--- src/rtl/pc_fetch_controller.sv ---
// PC fetch controller: boot sequencing, redirect priority and
// fetch-valid tracking for the instruction fetch front end.
module pc_fetch_controller #(
    parameter logic [31:0] RESET_VECTOR = 32'h0000_0000,
    parameter logic [31:0] TRAP_VECTOR  = 32'h0000_0100,
    parameter int unsigned BOOT_CYCLES  = 2
) (
    input  logic        clk,
    input  logic        reset,
    input  logic        stall_i,
    input  logic        branch_taken_i,
    input  logic [31:0] branch_target_i,
    input  logic        jump_i,
    input  logic [31:0] jump_target_i,
    input  logic        trap_i,
    input  logic        halt_i,
    input  logic        resume_i,
    output logic [31:0] pc_o,
    output logic [31:0] pc_next_o,
    output logic        pc_we_o,
    output logic        fetch_valid_o,
    output logic        flush_o,
    output logic        misaligned_o,
    output logic [2:0]  state_o,
    output logic [31:0] fetch_count_o
);

    typedef enum logic [2:0] {
        ST_BOOT  = 3'd0,
        ST_RUN   = 3'd1,
        ST_STALL = 3'd2,
        ST_FLUSH = 3'd3,
        ST_HALT  = 3'd4
    } state_t;

    localparam logic [3:0] LP_BOOT_LAST = 4'(BOOT_CYCLES - 1);

    state_t      r_state;
    logic [31:0] r_pc;
    logic [3:0]  r_boot_cnt;
    logic        r_fv;
    logic        r_flush;
    logic        r_mis;
    logic [31:0] r_fetch_cnt;

    state_t      w_state_next;
    logic [31:0] w_pc_next;
    logic [3:0]  w_boot_next;
    logic        w_flush_next;
    logic        w_mis_next;
    logic        w_redir;
    logic [31:0] w_redir_tgt;

    assign w_redir     = jump_i | branch_taken_i;
    assign w_redir_tgt = jump_i ? jump_target_i : branch_target_i;

    // Next-state and next-PC selection; reset wins over everything
    always_comb begin
        w_state_next = r_state;
        w_pc_next    = r_pc;
        w_boot_next  = r_boot_cnt;
        w_flush_next = 1'b0;
        w_mis_next   = 1'b0;
        case (r_state)
            ST_BOOT: begin
                w_pc_next = RESET_VECTOR;
                if (r_boot_cnt == LP_BOOT_LAST) begin
                    w_state_next = ST_RUN;
                    w_boot_next  = 4'd0;
                end else begin
                    w_boot_next = r_boot_cnt + 4'd1;
                end
            end
            ST_RUN, ST_STALL: begin
                if (trap_i) begin
                    w_pc_next    = TRAP_VECTOR;
                    w_state_next = ST_FLUSH;
                    w_flush_next = 1'b1;
                end else if (w_redir) begin
                    w_state_next = ST_FLUSH;
                    w_flush_next = 1'b1;
                    if (w_redir_tgt[1:0] != 2'b00) begin
                        w_pc_next  = TRAP_VECTOR;
                        w_mis_next = 1'b1;
                    end else begin
                        w_pc_next = w_redir_tgt;
                    end
                end else if (halt_i) begin
                    w_state_next = ST_HALT;
                end else if (stall_i) begin
                    w_state_next = ST_STALL;
                end else if (r_state == ST_RUN) begin
                    w_pc_next = r_pc + 32'd4;
                end else begin
                    w_state_next = ST_RUN;
                end
            end
            ST_FLUSH: begin
                if (trap_i) begin
                    w_pc_next    = TRAP_VECTOR;
                    w_flush_next = 1'b1;
                end else begin
                    w_state_next = ST_RUN;
                end
            end
            ST_HALT: begin
                if (trap_i) begin
                    w_pc_next    = TRAP_VECTOR;
                    w_state_next = ST_FLUSH;
                    w_flush_next = 1'b1;
                end else if (resume_i) begin
                    w_state_next = ST_RUN;
                end
            end
            default: begin
                w_state_next = ST_BOOT;
                w_pc_next    = RESET_VECTOR;
                w_boot_next  = 4'd0;
            end
        endcase
        if (!reset) begin
            w_state_next = ST_BOOT;
            w_pc_next    = RESET_VECTOR;
            w_boot_next  = 4'd0;
            w_flush_next = 1'b0;
            w_mis_next   = 1'b0;
        end
    end

    // State, PC and registered status outputs
    always_ff @(posedge clk) begin
        if (!reset) begin
            r_state     <= ST_BOOT;
            r_pc        <= RESET_VECTOR;
            r_boot_cnt  <= 4'd0;
            r_fv        <= 1'b0;
            r_flush     <= 1'b0;
            r_mis       <= 1'b0;
            r_fetch_cnt <= 32'd0;
        end else begin
            r_state    <= w_state_next;
            r_pc       <= w_pc_next;
            r_boot_cnt <= w_boot_next;
            r_fv       <= (w_state_next == ST_RUN);
            r_flush    <= w_flush_next;
            r_mis      <= w_mis_next;
            if (r_fv) begin
                r_fetch_cnt <= r_fetch_cnt + 32'd1;
            end
        end
    end

    assign pc_o          = r_pc;
    assign pc_next_o     = w_pc_next;
    assign pc_we_o       = (w_pc_next != r_pc);
    assign fetch_valid_o = r_fv;
    assign flush_o       = r_flush;
    assign misaligned_o  = r_mis;
    assign state_o       = r_state;
    assign fetch_count_o = r_fetch_cnt;

endmodule

--- config.mk ---
export PLATFORM = sky130hd
export DESIGN_NAME = pc_fetch_controller
export DESIGN_NICKNAME = d
export VERILOG_FILES = /design/src/rtl/pc_fetch_controller.sv
export SDC_FILE = /design/constraint.sdc
export NUM_CORES = 1
export LEC_CHECK = 0
export BUFFER_PORTS_ARGS = -buffer_cell sky130_fd_sc_hd__buf_2
export CAP_MARGIN = 10
export CORE_AREA = 2 2 108 110
export CTS_CLUSTER_SIZE = 10
export DETAILED_ROUTE_END_ITERATION = 6
export DIE_AREA = 0 0 110 112
export MAX_ROUTING_LAYER = met4
export PLACE_DENSITY_LB_ADDON = 0.08
export SYNTH_ARGS = -nofsm -noshare
export SYNTH_HDL_FRONTEND = slang
export SYNTH_SLANG_ARGS = --single-unit
--- constraint.sdc ---
create_clock -name clk -period 5.45 [get_ports clk]
set_input_delay 0.2725 -clock clk [delete_from_list [all_inputs] [get_ports clk]]
set_output_delay 0.2725 -clock clk [all_outputs]
set_load 0.01 [all_outputs]
==> metrics.txt, run 1 <==
slew margin rel.=31.7%; mux cell area share after synthesis=less than 1%; Port Buffers=174; first-pass GRT wire length=around 33000 µm; Row Count=39; Syn Area/Cell=6.96 µm²; DP Cell Count=approximately 1100; vias per inst=6.40; cts repair resizes=0; part of the power in registers=32.1%; setup TNS=0 ns; vias in the first global route=6510; clock share of power=31.5%; die area=12300 µm²; VDD IR-drop max=0.000246 V; CTS H-Tree Depth=3; Seq/Total Area, Yosys=a little over a quarter; post-layout util=60.0%; crit path time final=between 4 and 5 ns; initial DRC count=715; final slew viol count=0; DR vias=6870; CTS Hold Bufs=0; clock-pin slew on the worst setup and hold paths=0.06 ns; final WL=~21000 µm; CP startpoint kind=flip-flop; max incr delay on CP=0.71 ns; crit share post-route=75.1%; worst hold path type=in2reg; RSZ-0062 raised after global routing=no; FF+latch count, synth=74; EDFF count, synth=0; largest family of logic cells by synthesized area=simple AND/OR/NAND/NOR gates; CP max FO=24; global route overflow=0; CP cell instances=xor2_1 > nand2_1 > nor2_1 > o221ai_1 > a311o_1 > nor4_1 > and4_1 > nand4_1 > buf_2; Worst path top cell family by delay=simple AND/OR/NAND/NOR gates; Synth Area in Compound Gates=around 28%; Total GRT Usage=35.7%; Distinct cells, synth=between 60 and 70; Power Internal=1.25 mW; Final setup viols=0; die width=110 µm; Setup CP Type=reg2out; # diodes=0; Total Nets Final=1002; async set-reset flop share out of synthesis=0%; dpl ws=1.61 ns; CP max stage cell=dfxtp_1; Crit. End Element=primary output; largest net degree at the start of global routing=68; P_sw=roughly 0.84 mW; max_cap viols=0; Clock Sinks=74; CTS tree=built; Synth warnings=0; endpoints failing hold=0; fillers=1080; Post-CTS Setup Inserts=0; Starting Density=49.2%; area grow syn2layout=22.1%; CP arrival=3.82 ns; Mapped Nets=866; switching share of power=about two fifths; post-synthesis cell area=5500 µm²; met1 Use GR=42.7%; I/O Pins=between 150 and 200; final std cells w/o fill=between 1000 and 1500; CTS Buf Count=9; final worst-path setup slack=1.36 ns; Die Y=112 µm; CTS root buffer=clkbuf_16; share of cells above drive strength 1=22.1%; Post-Synth Simple-Gate Area=about a third; met3 Resource Use GR=6.85%; cell area power density=311 nW/µm²; WL/cell=a little under 20 µm; core area=11200 µm²; Post-Synth XOR/XNOR Area=4.62%; DRT Pass-1 Iters=6; status=completed; Final GP Congestion=~1; GR Util met2=a little under three fifths; P_leak=2.74 nW; Gate power share=a little over a third; Reg area=about 1500 µm²; Clock Tree Buf Depth=2; clk_skew=0.00947 ns; FMAX=244 MHz; placed wire-length estimate=15800 µm; dominant synthesized flop cell=dfxtp_1; multi-input gate area in the final layout=~3800 µm²; clock latency on the worst-skew pair=about 0.35 ns; Final ANT Viol Nets=0; busiest metal layer after global routing=met2; Worst-Margin Slew=a little over 1 ns; initial antenna violation count=0; DRC violations left=0; Worst R2R Setup Slack=~2.3 ns; total power=2.09 mW; Synth Area in Adders=0.911%; Syn Inst Count=790; WP buf/inv=1; WP data required=5.18 ns
metal layers:
metal / vias to the layer above / wire [µm]
met5: - / 0
met4: 0 / 1150
met3: 89 / 1560
met2: 367 / 10200
met1: 3193 / 8450
li1: 3221 / -
logic make-up (layout without fill, tap and decap cells):
group / Yosys count / count (layout)
AOI/OAI and AO/OA: 245 / 245
xor gates and xnor gates: 29 / 29
adders and majority gates: 4 / 4
buffers and inverters: 69 / 210
DFF: 74 / 74
muxes: 3 / 3
and+or+nand+nor: 366 / 366
flip-flops by register name, indices dropped and copies added (netlist names):
name,cells
misaligned_o,1
fetch_valid_o,1
flush_o,1
fetch_count_o,32
state_o,3
pc_o,32
r_boot_cnt,4
worst register-to-register path: cells and delay by family (launching register included):
kind | cells | cell delay (ns)
AND/OR/NAND/NOR | 5 | 1.81
flip-flops | 1 | 0.70
AO/OA/AOI/OAI | 2 | 0.50
cells in the mapped netlist (18+ instances only):
cell,number,area share (%)
and3_1,23,2.6
nand2_1,73,5.0
dfxtp_1,74,27
nor4_1,18,2.0
a21oi_1,77,7.0
clkbuf_1,39,2.7
nor2_1,97,6.6
nand3_1,35,3.2
o21ai_0,60,5.5
nor3_1,30,2.7
xor2_1,21,3.3
per-stage QoR:
step                      hold slack, ns  instance area (µm²)
final                              0.315                 6710
after global routing               0.315                 6710
after detailed placement           0.487                 6380
after global placement             0.467                 6380
after floorplan                    0.458                 5500
after CTS                          0.299                 6700
worst paths after layout:
path	from	endpoint	cells after the start
worst max-delay path	state_o[1]	pc_we_o	9
worst min-delay path	reset	state_o[0]	2
worst max register to register	state_o[0]	pc_o[27]	7
worst min register to register	fetch_count_o[12]	fetch_count_o[12]	2
cell usage in the layout, fill, tap and decap left out, types with 3 or more instances in the layout:
master     instances
and2_1            13
o31ai_1            4
a2111oi_0          6
and3_1            23
a221oi_1          11
nand4_1           15
nand2_1           73
buf_4              7
or3_1             16
a32oi_1            4
nor3_1            29
o22ai_1           11
nor2b_1            3
xor2_1            21
nand3_1           34
and4_1            11
nor2_1            96
nor4_1            18
buf_2            174
o211ai_1           6
clkbuf_16          9
xnor2_1            8
a21oi_1           77
dfxtp_1           74
inv_1             10
nand2b_1          16
a31oi_1            7
a22oi_1           10
a21o_1             5
a211oi_1           8
a221o_1            5
ha_1               4
a22o_1             4
o21ai_0           60
o221ai_1           3
power by group through the flow:
stage	Combinational (mW)	Sequential, mW	Clock [mW]
2_1_floorplan	0.518	0.642	0
3_3_place_gp	0.729	0.675	0
3_5_place_dp	0.735	0.679	0
4_1_cts	0.739	0.667	0.660
5_1_grt	0.821	0.678	0.690
6_report	0.759	0.671	0.657
area by class of cell:
class | count | area share (%)
clock buffers | 10 | 3.41
clock inverters | 6 | 1.32
inverters | 12 | 0.671
multi-input cells | 647 | 55.9
flip-flops and latches | 74 | 22.1
well taps | 143 | 2.67
repair buffers | 182 | 13.9
Power figures use the tool's default switching activity.
==> inputs of run 2 (changes only) <==
--- a/config.mk
+++ b/config.mk
@@ -7,10 +7,10 @@
 export LEC_CHECK = 0
 export BUFFER_PORTS_ARGS = -buffer_cell sky130_fd_sc_hd__buf_2
 export CAP_MARGIN = 10
-export CORE_AREA = 2 2 108 110
+export CORE_AREA = 2 2 112 114
 export CTS_CLUSTER_SIZE = 10
 export DETAILED_ROUTE_END_ITERATION = 6
-export DIE_AREA = 0 0 110 112
+export DIE_AREA = 0 0 114 116
 export MAX_ROUTING_LAYER = met4
 export PLACE_DENSITY_LB_ADDON = 0.08
 export SYNTH_ARGS = -nofsm -noshare
==> constraint.sdc (replaced) <==
create_clock -name clk -period 3.45 [get_ports clk]
set_input_delay 0.1725 -clock clk [delete_from_list [all_inputs] [get_ports clk]]
set_output_delay 0.1725 -clock clk [all_outputs]
set_load 0.01 [all_outputs]
==> metrics.txt, run 2 (same netlist as run 1, synthesis figures left out) <==
setup TNS=0 ns; P_sw=1.32 mW; crit share post-route=between 90% and 100%; share of cells above drive strength 1=25.6%; slew margin rel.=35.1%; most frequent cells in the layout=buf_2 (174), nor2_1 (96), a21oi_1 (77), nand2_1 (73), dfxtp_1 (71); CTS Hold Bufs=0; die width=114 µm; commonest non-fill, non-tap cell in the layout=buf_2; clock latency on the worst-skew pair=0.34 ns; P_leak=2.93 nW; die area=about 13000 µm²; Total GRT Usage=between 30% and 40%; CTS Buf Count=9; Final Cell Area=6980 µm²; switching share of power=40.0%; fillers=1163; FMAX=299 MHz; Gate power share=39.6%; vias per inst=6.32; Crit. End Element=primary output; placed wire-length estimate=17200 µm; CP max FO=11; worst hold slack=0.213 ns; core area=11900 µm²; CP arrival=3.17 ns; initial DRC count=725; Starting Density=between 40% and 50%; endpoints failing hold=0; Die Y=116 µm; first-pass GRT wire length=34600 µm; VDD IR-drop max=approximately 0.0002 V; area grow syn2layout=27.1%; clock-pin slew on the worst setup and hold paths=approximately 0.060 ns; DR vias=7032; Total Nets Final=between 1000 and 1500; Worst-Margin Slew=0.967 ns; cell area power density=472 nW/µm²; Clock Tree Buf Depth=2; final WL=about 22000 µm; clock share of power=between 20% and 30%; CP startpoint kind=flip-flop; RSZ-0062 raised after global routing=no; DRT Pass-1 Iters=5; total power=between 3 and 4 mW; Reg area=~1500 µm²; Row Count=40; Post-Place Cell Area=6650 µm²; CTS H-Tree Depth=3; max_cap viols=0; status=completed; DRC violations left=0; clk_skew=0.00593 ns; # diodes=0; final slew viol count=0; worst hold path type=in2reg; WL/cell=between 20 and 25 µm; CTS root buffer=clkbuf_16; crit path time final=3.34 ns; largest net degree at the start of global routing=36; I/O Pins=175; initial antenna violation count=0; Power Internal=1.98 mW; CTS tree=built; multi-input gate area in the final layout=3770 µm²; Port Buffers=174; vias in the first global route=6686; Final setup viols=0; part of the power in registers=31.3%; WP data required=3.28 ns; Final GP Congestion=0.991; Setup CP Type=reg2out; Final ANT Viol Nets=0; Clock Sinks=74; global route overflow=0
run 2: power groups by stage:
stage	registers (mW)	logic (mW)	clock network, mW
6_report	1.03	1.31	0.957
5_1_grt	1.04	1.43	0.995
4_1_cts	1.02	1.28	0.964
3_5_place_dp	1.04	1.27	0
3_3_place_gp	1.04	1.26	0
2_1_floorplan	1.01	0.819	0
run 2: routing by layer:
| layer | part of all wire (%) | vias up | GRT usage (%) | wire length, µm |
|---|---|---|---|---|
| met5 | 0 | - | - | 0 |
| li1 | - | 3284 | - | - |
| met3 | 6.4 | 68 | 4.50 | 1440 |
| met2 | 50 | 351 | 59.2 | 11200 |
| met4 | 4.0 | 0 | 16.9 | 890 |
| met1 | 40 | 3329 | 39.3 | 8910 |
run 2: cell type report:
cell class	instances	share of cell area [%]
multi-input combinational	647	54.0
sequential	74	21.3
timing repair buffer	218	17.2
clock buffer	11	3.48
tap	147	2.63
clock inverter	4	0.735
inverter	12	0.645
run 2: path summary, 6_finish.rpt:
| check | startpoint | endpoint | slack (ns) | cells past startpoint |
|---|---|---|---|---|
| max | state_o[1] | pc_we_o | 0.11 | 10 |
| min | reset | state_o[0] | 0.21 | 2 |
| max reg2reg | state_o[1] | pc_o[26] | 0.87 | 9 |
| min reg2reg | pc_o[0] | pc_o[0] | 0.50 | 1 |
run 2: timing repair:
| item | CTS | global route |
|---|---|---|
| endpoints found under the setup margin | 1 | 1 |
| gates cloned | 0 | 0 |
| setup buffers | 0 | 2 |
| pin swaps | 0 | 1 |
| gates resized for setup | 2 | 6 |
run 2: critical path: stages, from the launching register on:
cell and delay (ns):
dfxtp_2 0.38, buf_4 0.18, or4b_4 0.57, nor4_4 0.33
nand3_1 0.17, or2_1 0.30, a2111oi_2 0.38, a311oi_1 0.10
o2111a_1 0.16, nand4_1 0.11, buf_2 0.15
run 2: stage by stage:
step / worst slack, ns / util (%) / cells
6_report: 0.107 / 58.6 / 1113
4_1_cts: 0.00501 / 58.3 / 1111
2_1_floorplan: 0.929 / - / 790
3_3_place_gp: 0.387 / 55.8 / 1096
3_5_place_dp: 0.260 / 55.8 / 1096
5_1_grt: 0.00705 / 58.6 / 1113
==> inputs of run 3 (changes only) <==
--- a/config.mk
+++ b/config.mk
@@ -7,10 +7,10 @@
 export LEC_CHECK = 0
 export BUFFER_PORTS_ARGS = -buffer_cell sky130_fd_sc_hd__buf_2
 export CAP_MARGIN = 10
-export CORE_AREA = 2 2 112 114
+export CORE_AREA = 2 2 108 110
 export CTS_CLUSTER_SIZE = 10
 export DETAILED_ROUTE_END_ITERATION = 6
-export DIE_AREA = 0 0 114 116
+export DIE_AREA = 0 0 110 112
 export MAX_ROUTING_LAYER = met4
 export PLACE_DENSITY_LB_ADDON = 0.08
 export SYNTH_ARGS = -nofsm -noshare
==> constraint.sdc (replaced) <==
create_clock -name clk -period 3.4 [get_ports clk]
set_input_delay 0.17 -clock clk [delete_from_list [all_inputs] [get_ports clk]]
set_output_delay 0.17 -clock clk [all_outputs]
set_load 0.01 [all_outputs]
==> metrics.txt, run 3 (same netlist as run 1, synthesis figures left out) <==
CTS H-Tree Depth=3; Power Internal=1.99 mW; placed wire-length estimate=16900 µm; CTS root buffer=clkbuf_16; die width=approximately 110 µm; cell area power density=483 nW/µm²; Met1 Wirelength=8470 µm; CTS tree=built; total power=3.35 mW; met2 wire length=11100 µm; FMAX=around 300 MHz; vias in the first global route=6666; Clock Sinks=74; Worst Hold Launch=resume_i; DRC violations left=0; part of the power in registers=30.6%; core area=~11000 µm²; WL/cell=20.2 µm; final WL=22200 µm; clock-pin slew on the worst setup and hold paths=0.06 ns; initial DRC count=752; CP max FO=19; Crit. End Element=primary output; CTS Hold Bufs=0; Worst R2R Setup Slack=between 0.9 and 1 ns; share of cells above drive strength 1=approximately a quarter; most frequent cells in the layout=buf_2 (174), nor2_1 (96), a21oi_1 (77), dfxtp_1 (73), nand2_1 (72); clk_skew=0.00654 ns; first-pass GRT wire length=34500 µm; Gate power share=40.5%; WP data required=~3.2 ns; worst reg2reg path depth=10; status=completed; switching share of power=around 40%; clock latency on the worst-skew pair=0.35 ns; Setup CP Type=reg2out; Final GP Congestion=0.984; I/O Pins=175; area grow syn2layout=26.3%; DR vias=a little over 7000; clock share of power=28.9%; Post-CTS Setup Inserts=0; global route overflow=0; Final setup viols=0; fillers=1050; Row Count=39; crit path time final=3.34 ns; uppermost layer routed=met4; worst hold path type=in2reg; P_sw=1.36 mW; Total GRT Usage=37.2%; CP startpoint kind=flip-flop; FF-to-FF End=pc_o[31]; final worst-path setup slack=0.0578 ns; CP arrival=3.17 ns; Post-Place Cell Area=approximately 6600 µm²; final slew viol count=0; dpl ws=0.333 ns; Starting Density=49.2%; initial antenna violation count=0; worst hold path depth=4; commonest non-fill, non-tap cell in the layout=buf_2; slew margin rel.=about a third; Die Y=112 µm; P_leak=2.89 nW; max_cap viols=0; CTS Buf Count=9; Final Cell Area=6940 µm²; WHS Endpoint=state_o[0]; largest net degree at the start of global routing=36; DR WL met3=1690 µm; vias per inst=6.40; Port Buffers=around 170; DRT Pass-1 Iters=6; VDD IR-drop max=slightly above 0.0004 V; Worst-Margin Slew=0.984 ns; Reg-to-Reg Start=state_o[1]; Clock Tree Buf Depth=2; die area=12300 µm²; Total Nets Final=1029; endpoints failing hold=0; Final ANT Viol Nets=0; crit share post-route=a little over nine tenths; # diodes=0
==> run 3: worst max path at each step <==
stage,startpoint,to,slack [ns],depth (start not counted)
floorplan,state_o[1],pc_we_o,0.88,9
global placement,state_o[0],pc_we_o,0.37,10
detailed placement,state_o[1],pc_we_o,0.33,10
CTS,state_o[2],pc_we_o,0.04,9
global route,state_o[1],pc_we_o,-0.004,10
finish,state_o[1],pc_we_o,0.06,9
==> run 3: per-layer routing <==
layer	GRT usage [%]	vias to the layer above
met2	61.4	389
met5	-	-
met4	17.4	0
li1	-	3267
met3	5.09	97
met1	44.0	3294
==> run 3: area by class of cell <==
class	instances	area, µm²	area share [%]
clock buffers	10	229	3.30
multi-input cells	647	3810	54.8
clock inverters	6	65.1	0.937
inverters	12	45.0	0.649
well taps	143	179	2.58
repair buffers	209	1130	16.3
flip-flops and latches	74	1480	21.4
==> run 3: what timing repair did <==
item | in CTS | in global routing
setup endpoints to repair | 1 | 2
resized for setup | 1 | 11
cloned | 0 | 0
==> run 3: through the flow <==
step | hold slack (ns) | instances | setup TNS (ns) | util [%]
floorplan | 0.423 | 790 | 0 | -
global placement | 0.466 | 1085 | 0 | 59.0
detailed placement | 0.495 | 1085 | 0 | 59.0
CTS | 0.194 | 1101 | 0 | 61.7
global route | 0.233 | 1101 | -0.00440 | 62.1
finish | 0.206 | 1101 | 0 | 62.1
==> run 3: power groups by stage <==
| stage | registers, mW | clock network [mW] | logic (mW) |
|---|---|---|---|
| final | 1.03 | 0.967 | 1.36 |
| after CTS | 1.02 | 0.979 | 1.31 |
| after floorplan | 1.03 | 0 | 0.831 |
| after global routing | 1.04 | 1.01 | 1.46 |
| after global placement | 1.04 | 0 | 1.29 |
| after detailed placement | 1.04 | 0 | 1.30 |
==> run 3: critical path, cell delays in order (launching register included) <==
cell     delay [ns]
dfxtp_1        0.33
buf_4          0.16
or3b_1         0.47
a21o_1         0.31
buf_4          0.27
a311o_1        0.34
nor4_1         0.36
and4_1         0.31
nand4_1        0.11
buf_2          0.15
